File: src/rtl/uart_pkg.sv
// Purpose: shared types, constants and parameter checks for the framed UART receiver.
// Latency: n/a (declarations only).
// Backpressure: n/a.
//   rx_state_t     receiver FSM state encoding
//   PAR_*          parity mode selectors for the PARITY parameter
//   rx_params_ok   constant function used to reject illegal parameter sets at elaboration
package uart_pkg;

  typedef enum logic [2:0] {
    ST_IDLE,
    ST_START,
    ST_DATA,
    ST_PARITY,
    ST_STOP
  } rx_state_t;

  localparam int PAR_NONE = 0;
  localparam int PAR_EVEN = 1;
  localparam int PAR_ODD  = 2;

  localparam int WORD_SIZE_MIN    = 5;
  localparam int WORD_SIZE_MAX    = 9;
  localparam int CLKS_PER_BIT_MIN = 4;

  function automatic bit rx_params_ok(int word_size, int clks_per_bit, int parity,
                                      int stop_bits);
    return (word_size >= WORD_SIZE_MIN) && (word_size <= WORD_SIZE_MAX) &&
           (clks_per_bit >= CLKS_PER_BIT_MIN) &&
           (parity == PAR_NONE || parity == PAR_EVEN || parity == PAR_ODD) &&
           (stop_bits == 1 || stop_bits == 2);
  endfunction

endpackage

File: src/rtl/uart_rx_sync.sv
// Purpose: two-flop synchroniser for the serial line plus a falling-edge detector.
// Latency: rx_s lags rx by 2 clk; fall is combinational on rx_s and its previous value.
// Backpressure: none; free-running.
//   clk, rstn  clock and async active-low reset (all flops reset to line-idle 1)
//   rx         raw asynchronous serial input
//   rx_s       synchronised line value
//   fall       high for the one cycle where rx_s goes 1 -> 0
module uart_rx_sync (
  input  logic clk,
  input  logic rstn,
  input  logic rx,
  output logic rx_s,
  output logic fall
);

  logic rx_meta;
  logic rx_prev;

  always_ff @(posedge clk or negedge rstn) begin
    if (!rstn) begin
      rx_meta <= 1'b1;
      rx_s    <= 1'b1;
      rx_prev <= 1'b1;
    end else begin
      rx_meta <= rx;
      rx_s    <= rx_meta;
      rx_prev <= rx_s;
    end
  end

  // Requires a genuine 1 -> 0 transition, so a line stuck low never re-triggers.
  assign fall = rx_prev & ~rx_s;

endmodule

File: src/rtl/uart_rx_framed.sv
// Purpose: UART receiver with 3-sample majority voting, optional parity and 1/2 stop bits.
// Latency: word presented (data_valid=1) the cycle after the final stop-bit decision.
// Backpressure: one-word holding register; a frame completing while it is full is dropped and
//   overrun pulses for one cycle.
//   clk, rstn              clock and async active-low reset
//   rx                     asynchronous serial line, idle high, LSB first
//   data_out/parity_err/frame_err  held word and its error flags, valid with data_valid
//   data_valid/data_ready  valid/ready handshake towards the consumer
//   overrun                one-cycle pulse when a completed frame is dropped
//   busy                   receiver FSM is not idle
module uart_rx_framed
  import uart_pkg::*;
#(
  parameter int WORD_SIZE    = 8,
  parameter int CLKS_PER_BIT = 4,
  parameter int PARITY       = 0,
  parameter int STOP_BITS    = 1
) (
  input  logic                 clk,
  input  logic                 rstn,
  input  logic                 rx,
  output logic [WORD_SIZE-1:0] data_out,
  output logic                 data_valid,
  input  logic                 data_ready,
  output logic                 parity_err,
  output logic                 frame_err,
  output logic                 overrun,
  output logic                 busy
);

  if (!rx_params_ok(WORD_SIZE, CLKS_PER_BIT, PARITY, STOP_BITS)) begin : g_param_check
    $error("uart_rx_framed: illegal parameters WORD_SIZE=%0d CLKS_PER_BIT=%0d PARITY=%0d STOP_BITS=%0d",
           WORD_SIZE, CLKS_PER_BIT, PARITY, STOP_BITS);
  end

  localparam int H  = CLKS_PER_BIT / 2;
  localparam int CW = $clog2(CLKS_PER_BIT);
  localparam int BW = $clog2(WORD_SIZE);

  localparam logic [CW-1:0] IDX_S0   = CW'(H - 1);
  localparam logic [CW-1:0] IDX_S1   = CW'(H);
  localparam logic [CW-1:0] IDX_DEC  = CW'(H + 1);
  localparam logic [CW-1:0] IDX_LAST = CW'(CLKS_PER_BIT - 1);
  localparam logic [BW-1:0] BIT_LAST = BW'(WORD_SIZE - 1);
  localparam logic          STOP_LAST = 1'(STOP_BITS - 1);

  logic                 rx_s;
  logic                 fall;
  rx_state_t            state;
  rx_state_t            state_nxt;
  logic [CW-1:0]        cnt;
  logic                 samp0;
  logic                 samp1;
  logic [WORD_SIZE-1:0] data_sr;
  logic [BW-1:0]        bit_idx;
  logic                 stop_idx;
  logic                 par_flag;
  logic                 frm_flag;

  logic at_dec;
  logic at_last;
  logic bit_maj;
  logic complete;

  uart_rx_sync u_sync (
    .clk  (clk),
    .rstn (rstn),
    .rx   (rx),
    .rx_s (rx_s),
    .fall (fall)
  );

  assign at_dec  = (cnt == IDX_DEC);
  assign at_last = (cnt == IDX_LAST);
  // Third vote is the live sample taken in the decision cycle itself.
  assign bit_maj = (samp0 & samp1) | (samp0 & rx_s) | (samp1 & rx_s);
  assign complete = (state == ST_STOP) && at_dec && (stop_idx == STOP_LAST);
  assign busy = (state != ST_IDLE);

  always_ff @(posedge clk or negedge rstn) begin
    if (!rstn) begin
      state <= ST_IDLE;
    end else begin
      state <= state_nxt;
    end
  end

  always_comb begin
    state_nxt = state;
    case (state)
      ST_IDLE: begin
        if (fall) state_nxt = ST_START;
      end
      ST_START: begin
        // A start bit that votes high was a glitch; abandon at once.
        if (at_dec && bit_maj) state_nxt = ST_IDLE;
        else if (at_last)      state_nxt = ST_DATA;
      end
      ST_DATA: begin
        if (at_last && (bit_idx == BIT_LAST))
          state_nxt = (PARITY != PAR_NONE) ? ST_PARITY : ST_STOP;
      end
      ST_PARITY: begin
        if (at_last) state_nxt = ST_STOP;
      end
      ST_STOP: begin
        // Leave mid stop bit so the next start edge is caught as early as possible.
        if (complete) state_nxt = ST_IDLE;
      end
      default: state_nxt = ST_IDLE;
    endcase
  end

  always_ff @(posedge clk or negedge rstn) begin
    if (!rstn) begin
      cnt      <= '0;
      samp0    <= 1'b1;
      samp1    <= 1'b1;
      data_sr  <= '0;
      bit_idx  <= '0;
      stop_idx <= 1'b0;
      par_flag <= 1'b0;
      frm_flag <= 1'b0;
    end else begin
      if ((state == ST_IDLE) || (state_nxt == ST_IDLE)) begin
        cnt <= '0;
      end else if (at_last) begin
        cnt <= '0;
      end else begin
        cnt <= cnt + 1'b1;
      end

      if (cnt == IDX_S0) samp0 <= rx_s;
      if (cnt == IDX_S1) samp1 <= rx_s;

      case (state)
        ST_IDLE: begin
          if (fall) begin
            bit_idx  <= '0;
            stop_idx <= 1'b0;
            par_flag <= 1'b0;
            frm_flag <= 1'b0;
          end
        end
        ST_DATA: begin
          if (at_dec)  data_sr <= {bit_maj, data_sr[WORD_SIZE-1:1]};
          if (at_last) bit_idx <= bit_idx + 1'b1;
        end
        ST_PARITY: begin
          // Total ones over data+parity must be even (even mode) or odd (odd mode).
          if (at_dec) par_flag <= ((^data_sr) ^ bit_maj) != (PARITY == PAR_ODD);
        end
        ST_STOP: begin
          if (at_dec && !bit_maj) frm_flag <= 1'b1;
          if (at_last)            stop_idx <= 1'b1;
        end
        default: ;
      endcase
    end
  end

  always_ff @(posedge clk or negedge rstn) begin
    if (!rstn) begin
      data_out   <= '0;
      data_valid <= 1'b0;
      parity_err <= 1'b0;
      frame_err  <= 1'b0;
      overrun    <= 1'b0;
    end else begin
      if (complete && (!data_valid || data_ready)) begin
        data_out   <= data_sr;
        parity_err <= (PARITY != PAR_NONE) && par_flag;
        // The final stop bit is decided this cycle, so fold its vote in directly.
        frame_err  <= frm_flag | ~bit_maj;
        data_valid <= 1'b1;
      end else if (data_valid && data_ready) begin
        data_valid <= 1'b0;
      end
      overrun <= complete && data_valid && !data_ready;
    end
  end

endmodule

File: config.mk
export PLATFORM = sky130hd
export DESIGN_NAME = uart_rx_framed
export DESIGN_NICKNAME = d
export VERILOG_FILES = /design/src/rtl/uart_pkg.sv /design/src/rtl/uart_rx_sync.sv /design/src/rtl/uart_rx_framed.sv
export SDC_FILE = /design/constraint.sdc
export NUM_CORES = 1
export LEC_CHECK = 0
export CORE_ASPECT_RATIO = 0.5
export CORE_MARGIN = 2
export CORE_UTILIZATION = 43
export CTS_CLUSTER_DIAMETER = 120
export DETAILED_ROUTE_END_ITERATION = 6
export GPL_TIMING_DRIVEN = 0
export PLACE_DENSITY_LB_ADDON = 0.15
export SLEW_MARGIN = 30
export SYNTH_ARGS = -nofsm -noshare
export SYNTH_HDL_FRONTEND = slang
export SYNTH_SLANG_ARGS = --single-unit
File: constraint.sdc
create_clock -name clk -period 2.96 [get_ports clk]
set_clock_uncertainty 0.1 [all_clocks]
set_input_delay 0.444 -clock clk [delete_from_list [all_inputs] [get_ports clk]]
set_output_delay 0.444 -clock clk [all_outputs]
set_load 0.005 [all_outputs]
==> results of run 1 <==
## worst max path at each step
| stage | slack [ns] | start | cells after the start | to |
|---|---|---|---|---|
| floorplan | 1.29 | cnt[0] | 5 | data_out[0] |
| global placement | 0.63 | rstn | 1 | data_out[5] |
| detailed placement | 1.01 | data_ready | 5 | data_out[7] |
| CTS | 0.84 | state[0] | 3 | busy |
| global route | 0.77 | state[0] | 3 | busy |
| finish | 0.87 | state[0] | 3 | busy |
## power by group through the flow
stage,clock network [mW],logic (mW),registers [mW]
after detailed placement,0,0.246,0.604
after global placement,0,0.241,0.602
after global routing,0.565,0.270,0.608
after floorplan,0,0.183,0.588
after CTS,0.545,0.249,0.595
final,0.528,0.244,0.594
## cells in the mapped netlist, drive strengths merged (2+ instances only)
master	n
and2b	2
buf	3
dfrtp	29
dfstp	5
ha	5
inv	8
mux2	19
nand2	4
nand2b	7
nand4bb	2
nor2	2
nor3b	2
o21ai	5
## stage by stage
| step | setup slack [ns] | util [%] | area (µm²) |
|---|---|---|---|
| after global routing | 0.771 | 56.1 | 1930 |
| after global placement | 0.627 | 51.0 | 1750 |
| after CTS | 0.836 | 56.1 | 1930 |
| after floorplan | 1.29 | - | 1540 |
| final | 0.868 | 56.1 | 1930 |
| after detailed placement | 1.01 | 51.7 | 1780 |
## layer usage
layer / global-route usage, % / vias to the layer above
li1: - / 407
met4: 6.36 / 0
met1: 17.9 / 408
met2: 19.7 / 15
met5: 0 / -
met3: 6.45 / 2
## worst register-to-register path, stage by stage, from the launching register on
cell and delay [ns]:
sky130_fd_sc_hd__dfrtp_1 0.39, sky130_fd_sc_hd__ha_1 0.34, sky130_fd_sc_hd__nand4bb_4 0.16, sky130_fd_sc_hd__nor3b_2 0.19, sky130_fd_sc_hd__buf_6 0.19, sky130_fd_sc_hd__mux2_4 0.31
## state kept, by name, indices dropped and copies added (netlist names)
| signal | flops |
|---|---|
| data_valid | 1 |
| data_sr | 8 |
| samp1 | 1 |
| u_sync.rx_s | 1 |
| cnt | 2 |
| frm_flag | 1 |
| bit_idx | 3 |
| u_sync.rx_meta | 1 |
| samp0 | 1 |
| u_sync.rx_prev | 1 |
| overrun | 1 |
| data_out | 8 |
| stop_idx | 1 |
| frame_err | 1 |
| state | 3 |
## layout make-up
type | instances | area (µm²)
clock buffers | 6 | 82.6
repair buffers | 17 | 183
inverters | 8 | 30.0
flip-flops and latches | 34 | 857
multi-input cells | 61 | 622
clock inverters | 2 | 60.1
fillers | 304 | 1510
plain buffers | 3 | 30.0
well taps | 51 | 63.8
## cells by family after synthesis
group                    count (synthesis)  synth area share [%]
multiplexers                            19                  18.0
other                                    1                 0.244
buffers and inverters                   11                  3.90
flip-flops                              34                  55.7
adder cells (fa/ha/maj)                  6                  4.80
AND/OR/NAND/NOR                         23                  12.2
AO/OA/AOI/OAI                           12                  5.12
## repair_timing
action	4_1_cts	5_1_grt
hold buffers	1	0
hold endpoints to repair	5	0
setup endpoints to repair	0	0
==> impl_metrics.csv, run 1 <==
group,metric,value,unit
outcome,status,"finished clean",
global_routing,grt_usage,13.8,%
final_layout,antenna-diode-count,0,
clock_network,tritoncts,"built",
worst_setup_path,worstPathRequired,2.42,ns
yosys,synth.area.top_cells,"sky130_fd_sc_hd__dfrtp_1, sky130_fd_sc_hd__mux2_4, sky130_fd_sc_hd__dfstp_2",
route,topRoutingLayerUsed,"met4",
power_and_ir_drop,p_sw,334,µW
yosys,yosys.cell_types.count,32,
route,via_density_per_instance,4.57,
die,io-pin-count,17,
route,detailedRoute.firstIterationViolations,22,
power_and_ir_drop,leakage,0.885,nW
yosys,synth_edf_count,0,
timing,setup_total_negative_slack,0,ns
die,core_region_area,3430,µm²
route,wl_met3,110,µm
power_and_ir_drop,power.clock.fraction,38.6,%
yosys,synth_sequential_area_ratio,55.7,%
timing,rsz0062_at_grt,"false",
worst_hold_path,timing.hold.worst_endpoint,"u_sync.rx_s",
worst_setup_path,worst_r2r_path_depth,5,
worst_hold_path,hold_path_depth,0,
worst_setup_path,cpMaxStageDelayCell,"sky130_fd_sc_hd__dfrtp_1",
clock_network,cts_setup_buffers,0,
worst_setup_path,setup.reg_to_reg.worst_slack,1.16,ns
final_layout,layout_commonest_cell,"sky130_fd_sc_hd__dfrtp_1",
flow_run,maxCapViolCount,0,
route,routedLengthMet1,1.21,mm
worst_setup_path,critPathKind,"reg2out",
clock_network,path_clk_slew,0.07,ns
global_routing,pin_count_of_the_biggest_net_entering_global_routing,25,
clock_network,insertion_delay_to_the_later_sink_of_the_worst_skew_pair,0.28,ns
yosys,ys.warnings.count,0,
timing,final.min_clock_period,2.09,ns
final_layout,area.growth.synth_to_final,25.3,%
timing,hold-worst-slack,0.257,ns
worst_setup_path,startpoint_type,"flip-flop",
final_layout,layout.nets,139,
worst_setup_path,r2r_end,"data_out[1]",
die,starting_density,44.8,%
power_and_ir_drop,seqPwrFrac,43.5,%
route,wl_met2,1.02,mm
timing,endpoints_failing_hold,0,
global_routing,initial_antenna_violation_count,0,
yosys,synth-seq-cells,34,
timing,maxSlewViolCount,0,
yosys,netlist_instances,106,
yosys,postSynth.topFlopCell,"sky130_fd_sc_hd__dfrtp_1",
worst_setup_path,critical_path_buf_inv_count,2,
worst_setup_path,timing.critical_path.arrival,1.55,ns
power_and_ir_drop,p_per_area,708,nW/µm²
placement,place_hpwl,1.64,mm
power_and_ir_drop,comb_power_share,17.8,%
die,num_rows,15,
global_routing,grt_pass1_vias,793,
power_and_ir_drop,total_power,1.37,mW
route,avgRoutedWirePerCell,13.0,µm
yosys,syn_area,1540,µm²
worst_setup_path,worstPathCellList,"nor3_2 > inv_2 > clkdlybuf4s50_1",
power_and_ir_drop,maximum_vdd_ir_drop,0.306,mV
placement,finalWeightedCongestion,0.792,
die,die_area,4100,µm²
worst_setup_path,timing.rr.start,"cnt[0]",
placement,place.detailed.instances,173,
route,post-route-drc-count,0,
yosys,synth.largest_area_cell,"sky130_fd_sc_hd__dfrtp_1",
clock_network,tritoncts.num_buffers,5,
route,vias,832,
power_and_ir_drop,switching_share,24.4,%
die,floorplan.die.height,46.3,µm
worst_setup_path,crit_family,"buffers and inverters",
worst_hold_path,timing.hold.worst.class,"reg2reg",
final_layout,final_layout_size_suffix_gt1_share,34.4,%
placement,place.port_buffers,15,
clock_network,cts_root_buf,"sky130_fd_sc_hd__clkbuf_8",
timing,fmaxAchievable,0.478,GHz
worst_setup_path,worst_setup_path_end_kind,"output port",
global_routing,globalRoute.totalOverflow,0,
route,drt-total-wl,2.38,mm
route,antenna_left,0,
yosys,synth_async_sr_flop_share,100,%
timing,setup_violations,0,
worst_hold_path,hp-start,"u_sync.rx_meta",
clock_network,h_tree_depth,2,
clock_network,cts_resized,0,
global_routing,wire_length_of_the_first_global_routing_pass,3.89,mm
power_and_ir_drop,cellInternalPower,1.03,mW
yosys,synth.avg_cell_area,14.5,µm²
die,dieWidth,88.6,µm
clock_network,number_of_buffers_on_the_longest_clock_path,2,
clock_network,cts_num_sinks,34,
yosys,fraction_of_synthesized_cell_area_taken_by_the_top_area_cell_type,47.2,%
timing,finalCritPeriodShare,70.7,%
final_layout,instances_no_fill,182,
route,drt_pass1_iterations,3,
worst_setup_path,critical_path_peak_fanout,9,
worst_setup_path,max_stage_delay,0.47,ns
final_layout,final_cell_mix,"sky130_fd_sc_hd__dfrtp_1, sky130_fd_sc_hd__mux2_4, sky130_fd_sc_hd__clkdlybuf4s50_1, sky130_fd_sc_hd__inv_1, sky130_fd_sc_hd__nand2b_1",
yosys,synth_fp_nets,115,
Note: power is estimated with default switching activity, not from simulation.
==> run 2: changes to the inputs <==
==> constraint.sdc (replaced) <==
create_clock -name clk -period 1.7 [get_ports clk]
set_clock_uncertainty 0.1 [all_clocks]
set_input_delay 0.255 -clock clk [delete_from_list [all_inputs] [get_ports clk]]
set_output_delay 0.255 -clock clk [all_outputs]
set_load 0.005 [all_outputs]
==> run 2 against run 1 <==
Against the previous run: sequential cell count stayed put; clock-buffer cell count unchanged; setup slack lost 0.86 ns; global-route usage up 1.8 points; sequential power is 72% higher; die area unchanged; critical path type is now reg2reg; critical endpoint is now data_out[1]; highest routed layer unchanged.
==> impl_metrics.csv, run 2 (same netlist as run 1, synthesis figures left out) <==
group,metric,value,unit
clock_network,tritoncts.num_buffers,5,
worst_hold_path,timing.hold.worst.class,"reg2reg",
worst_setup_path,worst_setup_path_end_kind,"flip-flop",
final_layout,final_layout_size_suffix_gt1_share,45.9,%
route,post-route-drc-count,0,
global_routing,grt_pass1_vias,901,
worst_setup_path,startpoint_type,"flip-flop",
global_routing,pin_count_of_the_biggest_net_entering_global_routing,25,
route,via_density_per_instance,4.61,
outcome,status,"finished clean",
timing,finalCritPeriodShare,99.5,%
final_layout,antenna-diode-count,0,
worst_setup_path,critPathKind,"reg2reg",
timing,final.min_clock_period,1.69,ns
power_and_ir_drop,leakage,0.961,nW
route,drt-total-wl,2.70,mm
clock_network,path_clk_slew,0.07,ns
flow_run,maxCapViolCount,0,
power_and_ir_drop,p_per_area,1250,nW/µm²
final_layout,area.growth.synth_to_final,35.8,%
timing,rsz0062_at_grt,"true",
die,dieWidth,88.6,µm
worst_setup_path,critical_path_peak_fanout,7,
die,num_rows,15,
die,floorplan.die.height,46.3,µm
worst_setup_path,timing.critical_path.arrival,1.76,ns
final_layout,reg_top3,"data_out: 8 flops, data_sr: 8 flops",
worst_setup_path,worstPathRequired,1.77,ns
final_layout,layout_commonest_cell,"sky130_fd_sc_hd__dfrtp_1",
clock_network,tritoncts,"built",
power_and_ir_drop,maximum_vdd_ir_drop,0.563,mV
placement,place_hpwl,1.64,mm
placement,finalWeightedCongestion,0.792,
global_routing,met3_usage,6.63,%
timing,setup_total_negative_slack,0,ns
die,io-pin-count,17,
global_routing,initial_antenna_violation_count,0,
timing,setup_violations,0,
die,core_region_area,3430,µm²
global_routing,globalRoute.totalOverflow,0,
global_routing,gr-usage-met2,22.7,%
route,drt_pass1_iterations,2,
worst_setup_path,max_stage_delay,0.40,ns
global_routing,wire_length_of_the_first_global_routing_pass,4.44,mm
clock_network,number_of_buffers_on_the_longest_clock_path,2,
timing,maxSlewViolCount,0,
timing,endpoints_failing_hold,0,
global_routing,grt_most_used_layer,"met2",
timing,fmaxAchievable,0.591,GHz
global_routing,met1_usage,19.9,%
route,detailedRoute.firstIterationViolations,20,
die,starting_density,44.8,%
route,avgRoutedWirePerCell,13.7,µm
final_layout,final_cell_mix,"sky130_fd_sc_hd__dfrtp_1, sky130_fd_sc_hd__mux2_4, sky130_fd_sc_hd__buf_4, sky130_fd_sc_hd__clkdlybuf4s50_1",
worst_setup_path,worstPathCellList,"ha_4 > nand4bb_4 > nor3b_4 > buf_6 > mux2_4",
clock_network,insertion_delay_to_the_later_sink_of_the_worst_skew_pair,0.29,ns
worst_setup_path,cpMaxStageDelayCell,"sky130_fd_sc_hd__dfrtp_1",
placement,place.port_buffers,15,
final_layout,final_util,60.8,%
final_layout,fill_cell_count,277,
die,die_area,4100,µm²
clock_network,cts_root_buf,"sky130_fd_sc_hd__clkbuf_8",
clock_network,cts_num_sinks,34,
global_routing,grt_usage,15.6,%
route,vias,909,
route,antenna_left,0,
final_layout,layout.nets,154,
power_and_ir_drop,total_power,2.61,mW
clock_network,h_tree_depth,2,
==> run 2: cell types whose count changed in the layout (fill, tap and decap cells not counted), sizes merged <==
cell	delta
buf	+15
clkdlybuf4s50	-1
clkbuf	+1
==> run 2: final timing paths <==
| path | to | cells after the start | slack, ns | startpoint |
|---|---|---|---|---|
| max in group asynchronous | bit_idx[2] | 3 | 0.80 | rstn |
| worst min register to register | u_sync.rx_s | 0 | 0.26 | u_sync.rx_meta |
| min in group asynchronous | bit_idx[1] | 2 | 0.28 | rstn |
| worst max-delay path | data_out[1] | 5 | 0.008 | cnt[1] |
| worst min-delay path | u_sync.rx_s | 0 | 0.26 | u_sync.rx_meta |
| worst max register to register | data_out[1] | 5 | 0.008 | cnt[1] |
==> run 2: worst max-delay path: cells and delay by family, from the launching register on <==
family / cells / cell delay (ns)
mux: 1 / 0.30
flops: 1 / 0.40
buf+inv: 1 / 0.17
simple gates: 2 / 0.39
fa+ha+maj: 1 / 0.20
==> run 2: metal layers <==
metal	up-vias	wire length (µm)
met5	-	0
met2	18	1170
met4	0	75
li1	439	-
met3	7	118
met1	445	1330
==> run 2: power breakdown <==
part | switching, mW | total (mW) | internal [mW] | leakage [nW]
combinational | 0.283 | 0.667 | 0.384 | 0.443
clock | 0.302 | 0.928 | 0.626 | 0.0714
sequential | 0.0845 | 1.02 | 0.935 | 0.447
==> run 2: final cells by class <==
| cell class | instances | area, µm² | area share (%) |
|---|---|---|---|
| sequential | 34 | 861 | 41.2 |
| multi-input combinational | 61 | 661 | 31.6 |
| timing repair buffer | 32 | 298 | 14.3 |
| clock buffer | 6 | 82.6 | 3.95 |
| tap | 51 | 63.8 | 3.05 |
| clock inverter | 2 | 60.1 | 2.87 |
| buffer | 3 | 33.8 | 1.62 |
| inverter | 8 | 30.0 | 1.44 |
==> run 2: per-stage QoR <==
stage	hold slack, ns	setup slack, ns	cell area (µm²)	std cells
2_1_floorplan	-0.141	0.0280	1540	106
3_3_place_gp	0.246	-0.444	1750	172
3_5_place_dp	0.0583	-0.113	1780	173
4_1_cts	0.257	-0.0102	2050	193
5_1_grt	0.260	-0.0676	2090	197
6_report	0.256	0.00772	2090	197
==> run 2: what timing repair did <==
item	in CTS	in global routing
buffers inserted	10	5
endpoints found under the hold margin	5	0
pin swaps	1	4
cloned	1	0
setup endpoints to repair	18	13
gates resized for setup	13	4
hold buffers	1	0
==> run 3: changes to the inputs <==
--- a/config.mk
+++ b/config.mk
@@ -12,7 +12,9 @@
 export DETAILED_ROUTE_END_ITERATION = 6
 export GPL_TIMING_DRIVEN = 0
 export PLACE_DENSITY_LB_ADDON = 0.15
+export SETUP_SLACK_MARGIN = 0.3
 export SLEW_MARGIN = 30
 export SYNTH_ARGS = -nofsm -noshare
 export SYNTH_HDL_FRONTEND = slang
 export SYNTH_SLANG_ARGS = --single-unit
+export TNS_END_PERCENT = 30
==> run 3 against run 2 <==
Against the previous run: sequential power about the same; core utilization increased by 0.15 points; maximum frequency about the same; die area unchanged; setup slack got worse by 0.00075 ns; register-to-register slack about the same; hold slack got worse by 0.00053 ns; sequential cell count unchanged; critical path type unchanged; largest cell class unchanged.
==> impl_metrics.csv, run 3 (same netlist as run 1, synthesis figures left out) <==
group,metric,value,unit
route,detailedRoute.firstIterationViolations,24,
worst_setup_path,cpMaxStageDelayCell,"sky130_fd_sc_hd__dfrtp_2",
final_layout,final_cell_mix,"sky130_fd_sc_hd__dfrtp_1, sky130_fd_sc_hd__mux2_4, sky130_fd_sc_hd__buf_4, sky130_fd_sc_hd__dlygate4sd2_1",
worst_setup_path,setup.reg_to_reg.worst_slack,0.007,ns
timing,endpoints_failing_hold,0,
final_layout,reg_top3,"data_out: 8 flops, data_sr: 8 flops",
clock_network,insertion_delay_to_the_later_sink_of_the_worst_skew_pair,0.28,ns
route,via_density_per_instance,4.57,
die,core_region_area,3430,µm²
timing,setup_violations,0,
clock_network,tritoncts,"built",
die,num_rows,15,
worst_hold_path,timing.hold.worst_endpoint,"u_sync.rx_s",
outcome,status,"finished clean",
power_and_ir_drop,p_sw,687,µW
worst_setup_path,critical_path.startpoint,"state[0]",
power_and_ir_drop,switching_share,29.0,%
route,antenna_left,0,
clock_network,tritoncts.num_buffers,5,
timing,fmaxAchievable,0.591,GHz
worst_setup_path,critical_path_peak_fanout,5,
placement,finalWeightedCongestion,0.772,
worst_setup_path,worst_r2r_path_depth,5,
worst_setup_path,timing.critical_path.arrival,1.76,ns
die,die_area,4100,µm²
timing,maxSlewViolCount,0,
die,io-pin-count,17,
placement,place.port_buffers,15,
die,dieWidth,88.6,µm
power_and_ir_drop,comb_power_share,33.8,%
flow_run,maxCapViolCount,0,
global_routing,globalRoute.totalOverflow,0,
worst_hold_path,timing.hold.worst.class,"reg2reg",
worst_setup_path,critical_path_buf_inv_count,2,
final_layout,area.growth.synth_to_final,36.1,%
route,vias,919,
clock_network,h_tree_depth,2,
worst_setup_path,worstPathCellList,"buf_6 > nand4bb_4 > nor3b_4 > buf_6 > mux2_4",
final_layout,final_layout_size_suffix_gt1_share,49.3,%
clock_network,cts_num_sinks,34,
worst_setup_path,timing.rr.start,"state[0]",
global_routing,grt_pass1_vias,914,
route,drt-total-wl,2.68,mm
worst_hold_path,hp-start,"u_sync.rx_meta",
global_routing,grt_usage,14.7,%
clock_network,path_clk_slew,0.07,ns
power_and_ir_drop,leakage,1.02,nW
timing,final.min_clock_period,1.69,ns
global_routing,wire_length_of_the_first_global_routing_pass,4.39,mm
worst_setup_path,crit_family,"simple AND/OR/NAND/NOR gates",
power_and_ir_drop,cellInternalPower,1.69,mW
final_layout,fill_cell_count,254,
timing,rsz0062_at_grt,"true",
power_and_ir_drop,maximum_vdd_ir_drop,0.446,mV
worst_setup_path,max_stage_delay,0.42,ns
final_layout,antenna-diode-count,0,
power_and_ir_drop,power.clock.fraction,23.4,%
timing,finalCritPeriodShare,99.6,%
timing,hold-worst-slack,0.256,ns
placement,place_hpwl,1.57,mm
worst_setup_path,worstPathRequired,1.76,ns
clock_network,cts_root_buf,"sky130_fd_sc_hd__clkbuf_8",
worst_setup_path,startpoint_type,"flip-flop",
power_and_ir_drop,p_per_area,1130,nW/µm²
power_and_ir_drop,seqPwrFrac,42.8,%
worst_hold_path,hold_path_depth,0,
final_layout,layout.nets,159,
route,drt_pass1_iterations,2,
global_routing,initial_antenna_violation_count,0,
die,floorplan.die.height,46.3,µm
worst_setup_path,r2r_end,"data_out[6]",
route,post-route-drc-count,0,
final_layout,layout_commonest_cell,"sky130_fd_sc_hd__dfrtp_1",
die,starting_density,44.8,%
power_and_ir_drop,total_power,2.37,mW
worst_setup_path,critPathKind,"reg2reg",
global_routing,pin_count_of_the_biggest_net_entering_global_routing,25,
worst_setup_path,timing.critical_path.mode_cell,"sky130_fd_sc_hd__buf_6",
worst_setup_path,worst_setup_path_end_kind,"flip-flop",
route,avgRoutedWirePerCell,13.3,µm
clock_network,number_of_buffers_on_the_longest_clock_path,2,
run 3: layout make-up:
class                           instances  area (µm²)  share of cell area (%)
Clock inverter                          2        10.0                   0.478
Sequential cell                        34         861                    41.1
Timing Repair Buffer                   37         335                    16.0
Clock buffer                            5        68.8                    3.29
Tap cell                               51        63.8                    3.05
Multi-Input combinational cell         61         687                    32.8
Buffer                                  3        38.8                    1.85
Inverter                                8        30.0                    1.43
run 3: how the worst max path moves through the flow:
stage	endpoint	slack [ns]	depth (start not counted)
floorplan	data_out[0]	0.13	5
global placement	data_out[4]	-0.44	1
detailed placement	data_out[7]	-0.06	5
CTS	data_out[6]	-0.006	5
global route	data_out[4]	-0.04	5
finish	data_out[6]	0.007	5
run 3: power by group through the flow:
stage | clock (mW) | sequential [mW] | combinational (mW)
floorplan | 0 | 1.03 | 0.324
global placement | 0 | 1.06 | 0.424
detailed placement | 0 | 1.06 | 0.437
CTS | 0.576 | 1.03 | 0.674
global route | 0.623 | 1.03 | 0.879
finish | 0.556 | 1.02 | 0.801
run 3: worst reg2reg max path: stages, from the launching register on:
cell,delay [ns]
sky130_fd_sc_hd__dfrtp_2,0.42
sky130_fd_sc_hd__buf_6,0.12
sky130_fd_sc_hd__nand4bb_4,0.21
sky130_fd_sc_hd__nor3b_4,0.26
sky130_fd_sc_hd__buf_6,0.17
sky130_fd_sc_hd__mux2_4,0.30
run 3: per-stage QoR:
step                std cells  instance area, µm²  worst slack, ns  util [%]  TNS [ns]
detailed placement        173                1790          -0.0600      52.1    -0.495
global route              201                2090          -0.0411      61.0    -0.301
floorplan                 106                1550            0.129         -         0
CTS                       193                2020         -0.00598      58.8  -0.00834
global placement          172                1770           -0.436      51.4    -13.66
finish                    201                2090          0.00697      61.0         0
run 3: layer usage:
| metal | vias to the layer above | global-route usage, % | part of all wire [%] |
|---|---|---|---|
| met2 | 14 | 24.7 | 48 |
| met1 | 456 | 18.9 | 49 |
| met5 | - | 0 | 0 |
| met3 | 0 | 4.84 | 3.4 |
| li1 | 449 | - | - |
| met4 | 0 | 3.64 | 0 |
run 3: timing repair:
item,CTS,global route
setup buffers,11,8
resized for setup,33,3
cloned,1,0
endpoints found under the setup margin,38,28
endpoints found under the hold margin,5,0
pin swaps,12,7
hold buffers,1,0
